<file path="src/rtl/enemy_ai_if.sv">
// Command/observation bundle between the game world and the enemy AI block.
interface enemy_ai_if;
  logic               tick;
  logic               enable;
  logic signed [10:0] player_x;
  logic signed [10:0] enemy_x;
  logic               player_atk;
  logic               enemy_isJ;
  logic               right;
  logic               left;
  logic               jump;
  logic               squat;
  logic               defend;
  logic [2:0]         state;

  modport master (
    output tick, enable, player_x, enemy_x, player_atk, enemy_isJ,
    input  right, left, jump, squat, defend, state
  );

  modport slave (
    input  tick, enable, player_x, enemy_x, player_atk, enemy_isJ,
    output right, left, jump, squat, defend, state
  );
endinterface

</file>
<file path="src/rtl/enemy_ai.sv">
// Enemy AI: periodic and attack-triggered decisions turned into registered movement commands.
// Optional feature: define ENEMY_AI_SQUAT_EN to let GUARD pick squat instead of defend.
module enemy_ai #(
  parameter int DECIDE_PERIOD = 8,
  parameter int CHASE_RANGE   = 200,
  parameter int MIN_RANGE     = 64,
  parameter int ATK_RANGE     = 96,
  parameter int JUMP_CD       = 30
) (
  input logic       clk,
  input logic       rst,
  enemy_ai_if.slave bus
);
  typedef enum logic [2:0] {
    IDLE = 3'd0, CHASE = 3'd1, RETREAT = 3'd2, GUARD = 3'd3, EVADE = 3'd4
  } state_t;

  localparam logic [7:0]  LAST_CNT  = 8'(DECIDE_PERIOD - 1);
  localparam logic [7:0]  CD_LOAD   = 8'(JUMP_CD);
  localparam logic [11:0] CHASE_R   = 12'(CHASE_RANGE);
  localparam logic [11:0] MIN_R     = 12'(MIN_RANGE);
  localparam logic [11:0] ATK_R     = 12'(ATK_RANGE);
  localparam logic [15:0] LFSR_SEED = 16'hACE1;

  state_t             st, dec_st;
  logic [7:0]         cnt, cd;
  logic [15:0]        lfsr;
  logic               atk_q, atk_pend;
  logic               right_q, left_q, jump_q, defend_q;
  logic signed [11:0] dx;
  logic [11:0]        adx;
  logic               atk_rise, decide;
  logic               nxt_right, nxt_left, nxt_jump, nxt_defend;

  // One extra sign bit makes the difference of any two 11-bit positions exact.
  assign dx  = {bus.player_x[10], bus.player_x} - {bus.enemy_x[10], bus.enemy_x};
  assign adx = dx[11] ? 12'(-dx) : 12'(dx);

  assign atk_rise = bus.player_atk & ~atk_q;
  assign decide   = atk_pend | atk_rise | (cnt == LAST_CNT);

  // NOTE: every always_comb output is defaulted first so no path can infer a latch.
  always_comb begin
    dec_st = IDLE;
    if (bus.player_atk && adx <= ATK_R)
      dec_st = (lfsr[0] && cd == 8'd0 && !bus.enemy_isJ) ? EVADE : GUARD;
    else if (adx > CHASE_R)
      dec_st = CHASE;
    else if (adx < MIN_R)
      dec_st = RETREAT;
  end

`ifdef ENEMY_AI_SQUAT_EN
  logic squat_q, nxt_squat;
`endif

  always_comb begin
    nxt_right  = 1'b0;
    nxt_left   = 1'b0;
    nxt_jump   = 1'b0;
    nxt_defend = 1'b0;
`ifdef ENEMY_AI_SQUAT_EN
    nxt_squat  = 1'b0;
`endif
    case (dec_st)
      CHASE:   begin nxt_left = dx[11];  nxt_right = ~dx[11]; end
      RETREAT: begin nxt_left = ~dx[11]; nxt_right = dx[11];  end
`ifdef ENEMY_AI_SQUAT_EN
      GUARD:   begin nxt_squat = lfsr[2]; nxt_defend = ~lfsr[2]; end
`else
      GUARD:   nxt_defend = 1'b1;
`endif
      EVADE:   nxt_jump = 1'b1;
      default: ;
    endcase
  end

  // NOTE: sequential state uses non-blocking assignments so every register sees pre-edge values.
  always_ff @(posedge clk) begin
    if (rst) begin
      st       <= IDLE;
      cnt      <= 8'd0;
      cd       <= 8'd0;
      lfsr     <= LFSR_SEED;
      atk_q    <= 1'b0;
      atk_pend <= 1'b0;
      right_q  <= 1'b0;
      left_q   <= 1'b0;
      jump_q   <= 1'b0;
      defend_q <= 1'b0;
`ifdef ENEMY_AI_SQUAT_EN
      squat_q  <= 1'b0;
`endif
    end else begin
      atk_q <= bus.player_atk;
      // LFSR and cooldown keep running even while the AI is disabled.
      if (bus.tick) begin
        lfsr <= {lfsr[14:0], lfsr[15] ^ lfsr[13] ^ lfsr[12] ^ lfsr[10]};
        if (st == EVADE)     cd <= CD_LOAD;
        else if (cd != 8'd0) cd <= cd - 8'd1;
      end
      if (!bus.enable) begin
        st       <= IDLE;
        cnt      <= 8'd0;
        atk_pend <= 1'b0;
        right_q  <= 1'b0;
        left_q   <= 1'b0;
        jump_q   <= 1'b0;
        defend_q <= 1'b0;
`ifdef ENEMY_AI_SQUAT_EN
        squat_q  <= 1'b0;
`endif
      end else if (bus.tick) begin
        cnt      <= decide ? 8'd0 : cnt + 8'd1;
        atk_pend <= 1'b0;
        case (st)
          // EVADE lasts exactly one tick; any decision on that tick is consumed but ignored.
          IDLE, CHASE, RETREAT, GUARD: begin
            if (decide) begin
              st       <= dec_st;
              right_q  <= nxt_right;
              left_q   <= nxt_left;
              jump_q   <= nxt_jump;
              defend_q <= nxt_defend;
`ifdef ENEMY_AI_SQUAT_EN
              squat_q  <= nxt_squat;
`endif
            end
          end
          default: begin
            st       <= IDLE;
            right_q  <= 1'b0;
            left_q   <= 1'b0;
            jump_q   <= 1'b0;
            defend_q <= 1'b0;
`ifdef ENEMY_AI_SQUAT_EN
            squat_q  <= 1'b0;
`endif
          end
        endcase
      end else if (atk_rise) begin
        atk_pend <= 1'b1;
      end
    end
  end

  assign bus.right  = right_q;
  assign bus.left   = left_q;
  assign bus.jump   = jump_q;
  assign bus.defend = defend_q;
  assign bus.state  = st;
`ifdef ENEMY_AI_SQUAT_EN
  assign bus.squat  = squat_q & ~bus.enemy_isJ;
`else
  assign bus.squat  = 1'b0;
`endif
endmodule

</file>
<file path="src/flat_wrapper.sv">
// flat-port wrapper written by rule: the top's interface ports become plain ports
module enemy_ai_flat 
#(
  parameter int DECIDE_PERIOD = 8,
  parameter int CHASE_RANGE   = 200,
  parameter int MIN_RANGE     = 64,
  parameter int ATK_RANGE     = 96,
  parameter int JUMP_CD       = 30
)
  (clk, rst, bus_tick, bus_enable, bus_player_x, bus_enemy_x, bus_player_atk, bus_enemy_isJ, bus_right, bus_left, bus_jump, bus_squat, bus_defend, bus_state);
  enemy_ai_if bus_i ();
  input logic clk;
  input logic rst;
  input wire logic [$bits(bus_i.tick)-1:0] bus_tick;
  input wire logic [$bits(bus_i.enable)-1:0] bus_enable;
  input wire logic [$bits(bus_i.player_x)-1:0] bus_player_x;
  input wire logic [$bits(bus_i.enemy_x)-1:0] bus_enemy_x;
  input wire logic [$bits(bus_i.player_atk)-1:0] bus_player_atk;
  input wire logic [$bits(bus_i.enemy_isJ)-1:0] bus_enemy_isJ;
  output wire logic [$bits(bus_i.right)-1:0] bus_right;
  output wire logic [$bits(bus_i.left)-1:0] bus_left;
  output wire logic [$bits(bus_i.jump)-1:0] bus_jump;
  output wire logic [$bits(bus_i.squat)-1:0] bus_squat;
  output wire logic [$bits(bus_i.defend)-1:0] bus_defend;
  output wire logic [$bits(bus_i.state)-1:0] bus_state;
  assign bus_i.tick = bus_tick;
  assign bus_i.enable = bus_enable;
  assign bus_i.player_x = bus_player_x;
  assign bus_i.enemy_x = bus_enemy_x;
  assign bus_i.player_atk = bus_player_atk;
  assign bus_i.enemy_isJ = bus_enemy_isJ;
  assign bus_right = bus_i.right;
  assign bus_left = bus_i.left;
  assign bus_jump = bus_i.jump;
  assign bus_squat = bus_i.squat;
  assign bus_defend = bus_i.defend;
  assign bus_state = bus_i.state;
  enemy_ai #(.DECIDE_PERIOD(DECIDE_PERIOD), .CHASE_RANGE(CHASE_RANGE), .MIN_RANGE(MIN_RANGE), .ATK_RANGE(ATK_RANGE), .JUMP_CD(JUMP_CD)) u_core (.clk(clk), .rst(rst), .bus(bus_i));
endmodule
</file>
<file path="config.mk">
export PLATFORM = sky130hd
export DESIGN_NAME = enemy_ai_flat
export DESIGN_NICKNAME = d
export VERILOG_FILES = /design/src/rtl/enemy_ai_if.sv /design/src/rtl/enemy_ai.sv /design/src/flat_wrapper.sv
export SDC_FILE = /design/constraint.sdc
export NUM_CORES = 1
export LEC_CHECK = 0
export CAP_MARGIN = 20
export CORE_MARGIN = 2
export CORE_UTILIZATION = 30
export DETAILED_ROUTE_END_ITERATION = 8
export GPL_TIMING_DRIVEN = 1
export HOLD_SLACK_MARGIN = 0.1
export RECOVER_POWER = 50
export SLEW_MARGIN = 25
export SYNTH_ARGS = -nofsm -noshare
export SYNTH_HDL_FRONTEND = slang
export SYNTH_SLANG_ARGS = --single-unit
export TNS_END_PERCENT = 50
</file>
<file path="constraint.sdc">
create_clock -name clk -period 4 [get_ports clk]
set_input_delay 1.2 -clock clk [delete_from_list [all_inputs] [get_ports clk]]
set_output_delay 1.2 -clock clk [all_outputs]
set_load 0.02 [all_outputs]
</file>
==> impl_results.md <==
- Worst-Margin Slew: 0.895 ns
- Crit path time final: 3.90 ns
- Placer Congestion: 0.838
- Worst clock skew: about 0.0057 ns
- Post-synthesis net count: 363
- Type of the worst setup path: primary input to flop
- Largest net degree at the start of global routing: 23
- Setup_tns: 0 ns
- Worst-case vdd ir drop: around 0.00024 V
- Wire per inst: 11.5 microns
- Clock root buffer master: clkbuf_8
- Total GRT Usage: roughly 12%
- Nets: 440
- Drt drc: 0
- Cts hold-fix bufs: 0
- Final worst slack: ~0.10 ns
- Fillers: 867
- Chip height: about 99 microns
- Full die area: 9740 sq um
- Worst-path fanout max: 4
- Total gr overflow: 0
- Element type at the critical path end: flop
- Grt met1 use: 16.5%
- Status: finished clean
- #FFs+latches synth: 41
- Sink Count: 41
- DR iter-0 viols: 81
- Max_cap viols: 0
- Antenna-violating nets left: 0
- Nature of the critical path startpoint: primary input
- Number of buffers created by CTS: 5
- RSZ-0062 raised after global routing: true
- Total power: 1.47 mW
- Hold Path Class: flop to flop
- Vias per cell: 4.83
- Clk_lat worst skew: 0.30 ns
- Layout cells sized above 1: between 10% and 20%
- Crit path DAT: 4.09 ns
- Fmax: 0.257 GHz
- Antenna violations before repair: 0
- Boundary pin count: 36
- Final hold violations: 0
- Post-synthesis sequential area ratio: 30.5%
- First-pass GRT wire length: 10200 microns
- Yosys warns: 0
- Final WL: 5810 microns
- LEAKAGE: 1.57 nW
- Min Hold Slack: between 0.4 and 0.5 ns
- Final period util: 97.5%
- DP Worst Slack: -0.215 ns
- Number of flops mapped to enable cells by yosys: 0
- Vias in the first global route: between 2000 and 2500
- Power per cell area: 403 nW/um^2
- Final setup viols: 0
- CTS tree: yes
- Clock slew at reported path FFs: roughly 0.08 ns
- Starting Density: 30.9%
- Via count: roughly 2400
- 1st-pass router iterations: 4
- Maximum level of the CTS H-tree: 2
- Slew HR: 40.3%
- Row count: 34
- Commonest non-fill, non-tap cell in the layout: buf_4
- Main flop type after synthesis: dfxtp_1
- Synth cell types: between 60 and 70
- Die X: 98.7 microns
- Diode count: 0
- CP required: 4.19 ns
- Most frequent cells in the layout: buf_4 (43), dfxtp_1 (41), nor2_1 (35), clkdlybuf4s50_1 (31), nand2_1 (22)
- Mapped Cells: 320
- Met3 Resource Use GR: 2.13%
- P&R area growth vs syn: 35.2%
- Mapped Area: ~2700 sq um
- Post-synth ARST share: 0%
- Slew Viols, Final: 0
- CORE AREA: 8720 sq um
- Grt met2 use: 20.5%
- Synthesized area per cell: 8.41 sq um
- Detailed-placement wirelength estimate: 4600 microns
- Most used routing layer: met2
- Max clock buf depth: 2
- Port Buffers: 34
worst max-delay path, cell delays in order:
cell             delay [ns]
clkdlybuf4s50_1        0.46
ha_1                   0.15
inv_1                  0.05
fa_2                   0.34
a21o_4                 0.25
a22o_1                 0.22
and4_1                 0.20
or3_4                  0.37
nand2_1                0.07
mux2i_1                0.06
a32o_2                 0.25
and4_1                 0.19
a221o_1                0.25
flip-flops by register name (all words and copies together) (netlist names):
name               flops
u_core.cnt             8
u_core.cd              8
u_core.atk_pend        1
u_core.bus.defend      1
u_core.lfsr           16
u_core.atk_q           1
u_core.bus.state       3
u_core.bus.right       1
u_core.bus.left        1
u_core.bus.jump        1
final timing paths:
check	end	start	slack, ns	depth (start not counted)
max	u_core.bus.left	bus_enemy_x[0]	0.10	13
min	u_core.bus.jump	u_core.bus.jump	0.45	2
max reg2reg	u_core.bus.state[1]	u_core.cnt[0]	1.54	10
min reg2reg	u_core.bus.jump	u_core.bus.jump	0.45	2
layer usage:
metal	up-vias	wire (microns)	share of wire (%)
met1	1123	2910	50
met5	-	0	0
li1	1295	-	-
met2	20	2730	47
met4	0	65	1.1
met3	5	116	2.0
stage by stage:
stage          instance area (sq um)  instances  utilization, %
2_1_floorplan                   2690        320               -
3_3_place_gp                    3460        497            39.7
3_5_place_dp                    3460        497            39.7
4_1_cts                         3590        505            41.2
5_1_grt                         3640        506            41.7
6_report                        3640        506            41.7
cells by family (layout without fill, tap and decap cells):
kind of cell               after synthesis  after routing  synth area share, %
buffers and inverters                   29            107                 4.23
AOI/OAI and AO/OA                       69             69                 19.7
adders and majority gates               15             15                 7.25
and+or+nand+nor                        128            128                 24.8
muxes                                   14             14                 5.25
other                                    1              1                0.139
DFF                                     41             41                 30.5
xor gates and xnor gates                23             23                 8.18
where the power goes:
part           internal (mW)  switching, mW
combinational          0.289          0.280
sequential             0.462         0.0385
clock                  0.248          0.150
cell usage after synthesis (4+ instances only):
library cell	number	area (sq um)
nor2_1	36	135
a21o_1	5	37.5
xor2_1	9	78.8
mux2i_1	13	130
nor3b_1	5	37.5
dfxtp_1	41	821
a211o_1	8	70.1
clkbuf_1	7	26.3
nand2b_1	8	50.1
and2_1	4	25.0
nand4_1	5	31.3
a21oi_1	16	80.1
xnor2_1	13	114
ha_1	14	175
or3_1	4	25.0
nand3_1	7	35.0
nand2_1	22	82.6
nor2b_1	10	62.6
o21ai_0	5	25.0
inv_1	18	67.6
nor3_1	10	50.1
timing repair:
action                     4_1_cts  5_1_grt
setup endpoints to repair        0        7
buffers inserted                 0        1
gates resized for setup          0       11
hold endpoints to repair         0        0
final cells by class:
| cell class | instances | area, sq um | area share (%) |
|---|---|---|---|
| Clock buffer | 5 | 68.8 | 1.89 |
| Clock inverter | 3 | 65.1 | 1.79 |
| Inverter | 20 | 75.1 | 2.06 |
| Multi-Input combinational cell | 250 | 1800 | 49.6 |
| Sequential cell | 41 | 821 | 22.6 |
| Tap cell | 108 | 135 | 3.71 |
| Timing Repair Buffer | 79 | 671 | 18.4 |
Note: power is estimated with default switching activity, not from simulation.
==> RTL edit 1 (config.mk and constraints unchanged) <==
Build with the macro `ENEMY_AI_SQUAT_EN` defined.
--- a/src/rtl/enemy_ai.sv
+++ b/src/rtl/enemy_ai.sv
@@ -2,2 +2,4 @@
 // Optional feature: define ENEMY_AI_SQUAT_EN to let GUARD pick squat instead of defend.
+`define ENEMY_AI_SQUAT_EN
+
 module enemy_ai #(
Behaviour: not the same (a bounded check fails within 4 cycles, from zero or initial values and one cycle with rst high).
==> RTL edit 1 against the unedited design <==
  * Routed wire length increased by 10%
  * Sequential cell count grew 1
  * Utilization grew 1.4 points
  * Via count grew 6.1%
  * Power rose by 4.3%
  * Setup slack improved by 0.026 ns
  * Synthesized area grew 4.5%
  * Design area grew 8.6%
  * Largest cell class unchanged
  * Largest power group unchanged
==> RTL edit 1: results (changes against the unedited design) <==
| Metric | Value |
|---|---|
| Post-synth cell types | `69 (+6.2%)` |
| Reg2reg path depth | `8 (-2)` |
| Routed vias/inst | `4.94 (+2.2%)` |
| Largest net degree at the start of global routing | `27 (+17%)` |
| Synth top area share | `29.9% (-0.59 points)` |
| Hold Path Depth | `1 (-1)` |
| Status | `finished clean` |
| Clock skew | `0.00456 ns (-0.00112 ns)` |
| DP HPWL | `4840 um (+5.3%)` |
| Seq/Total Area, Yosys | `29.9% (-0.59 points)` |
| Worst VDD drop | `0.166 mV (-32%)` |
| Post-Place Worst Slack | `-0.378 ns (-0.163 ns)` |
| GP Congestion | `0.843 (+0.56%)` |
| I/O Buffers | `35 (+2.9%)` |
| Min-Delay Startpoint | `u_core.lfsr[5]$_SDFFE_PP1P_` |
| Pleak | `1.65 nW (+5.4%)` |
| Placed Instances | `514 (+3.4%)` |
| DR WL met2 | `3180 um (+17%)` |
| DR WL/cell | `12.2 um (+6.1%)` |
| Synth Area in Compound Gates | `20.1% (+0.45 points)` |
| Int Pwr | `1.05 mW (+4.7%)` |
| Synth Area in Adders | `6.94% (-0.31 points)` |
| F_max | `0.258 GHz (+0.67%)` |
| Vias in the first global route | `2,405 (+2.4%)` |
| Met3 wire len | `164 um (+41%)` |
| Critical path peak fanout | `6 (+2)` |
| Synth top cells by count | `42 x dfxtp_1, 37 x nor2_1, 24 x nand2_1` |
| Total track usage | `12.6% (+0.19 points)` |
| Synth area leaders | `dfxtp_1 30%, ha_1 6.2%, nor2_1 4.9%, xnor2_1 4.7%, mux2i_1 3.6%` |
| Worst-Margin Slew | `1.25 ns (+0.352 ns)` |
[RTL edit 1: area by class of cell]
| cell class | instances | area [um2] | area share, % |
|---|---|---|---|
| tap | 111 | 139 | 3.52 |
| inverter | 18 | 67.6 | 1.71 |
| timing repair buffer | 87 | 747 | 18.9 |
| multi-input combinational | 259 | 2010 | 51.0 |
| sequential | 42 | 841 | 21.3 |
| clock inverter | 2 | 60.1 | 1.52 |
| clock buffer | 6 | 82.6 | 2.09 |
[RTL edit 1: cells by family (layout without fill, tap and decap cells)]
| family | after synthesis | in the layout |
|---|---|---|
| DFF | 42 | 42 |
| AOI/OAI and AO/OA | 72 | 72 |
| xor gates and xnor gates | 26 | 26 |
| and+or+nand+nor | 135 | 135 |
| buffers and inverters | 28 | 113 |
| adders and majority gates | 15 | 15 |
| muxes | 11 | 11 |
[RTL edit 1: metal layers]
layer	vias to the layer above	track usage (%)
met4	0	4.11
met5	-	0
met3	8	2.01
met2	38	22.1
li1	1352	-
met1	1193	15.6
[RTL edit 1: through the flow]
step	util (%)	TNS [ns]	hold slack, ns
finish	43.2	0	0.461
global route	43.2	-0.00465	0.498
CTS	41.0	-0.0844	0.468
detailed placement	39.4	-2.69	0.448
global placement	39.4	-2.25	0.446
floorplan	-	0	0.431
[RTL edit 1: worst max path at each step]
stage	cells after the start	end	start
global placement	13	u_core.bus.jump$_SDFFE_PP0P_	bus_enemy_x[0]
detailed placement	13	u_core.bus.jump$_SDFFE_PP0P_	bus_enemy_x[0]
global route	13	u_core.bus.right$_SDFFE_PP0P_	bus_enemy_x[3]
CTS	13	u_core.bus.state[2]$_SDFFE_PP0P_	bus_enemy_x[0]
floorplan	13	u_core.bus.jump$_SDFFE_PP0P_	bus_player_x[0]
finish	14	u_core.bus.jump$_SDFFE_PP0P_	bus_enemy_x[2]
[RTL edit 1: timing repair]
action	CTS	global route
cloned	0	0
endpoints found under the setup margin	6	8
pin swaps	1	21
buffers inserted	1	2
resized for setup	0	40
[RTL edit 1: critical path, delay by kind of cell]
kind,cells,cell delay (ns)
AO/OA/AOI/OAI,4,0.91
buffers and inverters,4,0.80
AND/OR/NAND/NOR,3,0.39
multiplexers,1,0.35
adder cells (fa/ha/maj),1,0.26
XOR/XNOR,1,0.15
[RTL edit 1: power groups by stage]
stage	Combinational [mW]	Sequential [mW]	Clock, mW
floorplan	0.383	0.501	0
global placement	0.557	0.506	0
detailed placement	0.566	0.507	0
CTS	0.571	0.498	0.421
global route	0.685	0.503	0.436
finish	0.619	0.499	0.413
==> RTL edit 2 (same flow settings) <==
Made on the original files. Compare `cnt` against `LAST_CNT` with >= in place of ==.
--- a/src/rtl/enemy_ai.sv
+++ b/src/rtl/enemy_ai.sv
@@ -39,3 +39,3 @@
   assign atk_rise = bus.player_atk & ~atk_q;
-  assign decide   = atk_pend | atk_rise | (cnt == LAST_CNT);
+  assign decide   = atk_pend | atk_rise | (cnt >= LAST_CNT);
 
Formal check against the unedited RTL: no difference found for any inputs over 10 cycles, from zero or initial values and one cycle with rst high; that may be too few to reach the edited logic, so the function may still have changed.
==> RTL edit 2 against the unedited design <==
  * Utilization increased by 1.1 points
  * Routed wire length is 2.9% higher
  * Design area rose by 3.2%
  * Synthesized area is 0.79% higher
  * Sequential cell count stayed put
  * Setup slack better by 0.021 ns
  * Worst hold slack better by 0.015 ns
  * First-iteration DRC count shrank 28%
  * Synthesized cell count up 0.94%
  * Power fell by 0.51%
  * Critical endpoint unchanged
  * Largest cell class unchanged
==> RTL edit 2: results (changes against the unedited design) <==
| Metric | Value |
|---|---|
| Worst-Margin Slew | `1.32 ns (+0.428 ns)` |
| Routed vias/inst | `4.90 (+1.4%)` |
| Worst VDD drop | `0.137 mV (-43%)` |
| GP Congestion | `0.831 (-0.91%)` |
| CTS H-tree depth | `2 (unchanged)` |
| Synth area leaders | `dfxtp_1 30%, ha_1 6.5%, nor2_1 6.2%, xnor2_1 5.8%, nand2_1 3.6%` |
| WL final | `5980 um (+2.9%)` |
| Critical path peak fanout | `6 (+2)` |
| Reg clk slew, reported paths | `0.08 ns (about the same)` |
| 1st-iter DRT viols | `58 (-28%)` |
| Pleak | `1.50 nW (-4.2%)` |
| First-pass GRT wire length | `10,100 um (-0.61%)` |
| RR Startpoint | `u_core.cnt[0]$_SDFFE_PP0P_` |
| Share of cells above drive strength 1 | `21.4% (+2.6 points)` |
| Largest net degree at the start of global routing | `30 (+30%)` |
| Int Pwr | `0.960 mW (-3.9%)` |
| Clock skew | `0.00504 ns (-0.000643 ns)` |
| Crit share post-route | `96.9% (-0.52 points)` |
| Min-Delay Startpoint | `u_core.lfsr[5]$_SDFFE_PP1P_` |
| Most used DFF post-synth | `dfxtp_1` |
| Total track usage | `12.1% (-0.27 points)` |
| Post-synth cell types | `60 (-7.7%)` |
| Synth top cells by count | `45 x nor2_1, 41 x dfxtp_1, 26 x nand2_1` |
| # fillers | `877 (+1.2%)` |
| Status | `finished clean` |
| Largest registers | `u_core.lfsr (16), u_core.cd (8), u_core.cnt (8)` |
| Seq/Total Area, Yosys | `30.3% (-0.24 points)` |
| Worst Path Arrival | `4.05 ns (-0.04 ns)` |
| Final net count | `443 (+0.68%)` |
| Synth Net Count | `366 (+0.83%)` |
| Vias in the first global route | `2,345 (-0.17%)` |
| Fraction of registers with async set/reset | `0% (unchanged)` |
| Crit. Startpoint | `bus_enemy_x[2]` |
| DP HPWL | `4640 um (+0.80%)` |
| Root Driver | `clkbuf_8` |
[RTL edit 2: cell types whose count changed after synthesis, moves of 4 or more]
cell     change
o21a_1       +4
nand2_1      +4
a21oi_1      -4
mux2i_1      -4
nor2_1       +9
nor3b_1      -4
xnor2_1      +5
nor4_1       +5
and2_1       +6
[RTL edit 2: cell families after synthesis]
group / count (synthesis) / synth area share, %
simple gates: 133 / 24.1
compound gates: 69 / 21.4
flops: 41 / 30.3
xor+xnor: 28 / 9.32
buf+inv: 26 / 3.78
fa+ha+maj: 15 / 7.20
mux: 10 / 3.74
other cells: 1 / 0.138
[RTL edit 2: stage by stage]
stage | instances | cell area (um2) | setup WS, ns | utilization, %
floorplan | 323 | 2710 | 0.142 | -
finish | 509 | 3750 | 0.123 | 42.8
CTS | 506 | 3650 | 0.0244 | 41.6
global route | 509 | 3750 | -0.0130 | 42.8
detailed placement | 498 | 3460 | -0.400 | 39.5
global placement | 498 | 3460 | -0.353 | 39.5
[RTL edit 2: repair_timing]
action / 4_1_cts / 5_1_grt
pin swaps: 12 / 9
gates resized for setup: 17 / 15
gates cloned: 0 / 0
setup endpoints to repair: 7 / 7
buffers inserted: 0 / 3
[RTL edit 2: final timing paths]
check	to	slack (ns)	cells past startpoint
max	u_core.bus.left$_SDFFE_PP0P_	0.12	14
min reg2reg	u_core.lfsr[5]$_SDFFE_PP1P_	0.46	1
max reg2reg	u_core.bus.left$_SDFFE_PP0P_	1.68	9
min	u_core.lfsr[5]$_SDFFE_PP1P_	0.46	1
[RTL edit 2: final cells by class]
cell class                 count  area (um2)  area share, %
multi-input combinational    256        1950           51.9
sequential                    41         821           21.9
timing repair buffer          78         667           17.8
tap                          108         135           3.60
clock buffer                   5        68.8           1.83
inverter                      18        67.6           1.80
clock inverter                 3        46.3           1.23
[RTL edit 2: layer usage]
metal	global-route usage [%]	part of all wire (%)	vias to the layer above
met5	0	0	-
met4	3.48	0.90	0
met3	1.48	3.4	6
met2	20.7	46	44
met1	16.1	50	1126
li1	-	-	1316
[RTL edit 2: worst max-delay path, cell delays in order]
cell             delay [ns]
clkdlybuf4s50_1        0.47
inv_1                  0.04
ha_1                   0.33
a21o_1                 0.24
buf_4                  0.15
a21oi_2                0.20
xnor2_2                0.15
a2111oi_4              0.33
buf_4                  0.17
nand2_1                0.05
nand4b_1               0.21
a31oi_4                0.24
and2_4                 0.21
o31ai_4                0.07
[RTL edit 2: power groups by stage]
stage	Clock, mW	Combinational, mW	Sequential [mW]
final	0.330	0.625	0.505
after floorplan	0	0.399	0.505
after global placement	0	0.572	0.510
after detailed placement	0	0.581	0.512
after global routing	0.356	0.693	0.511
after CTS	0.343	0.600	0.504
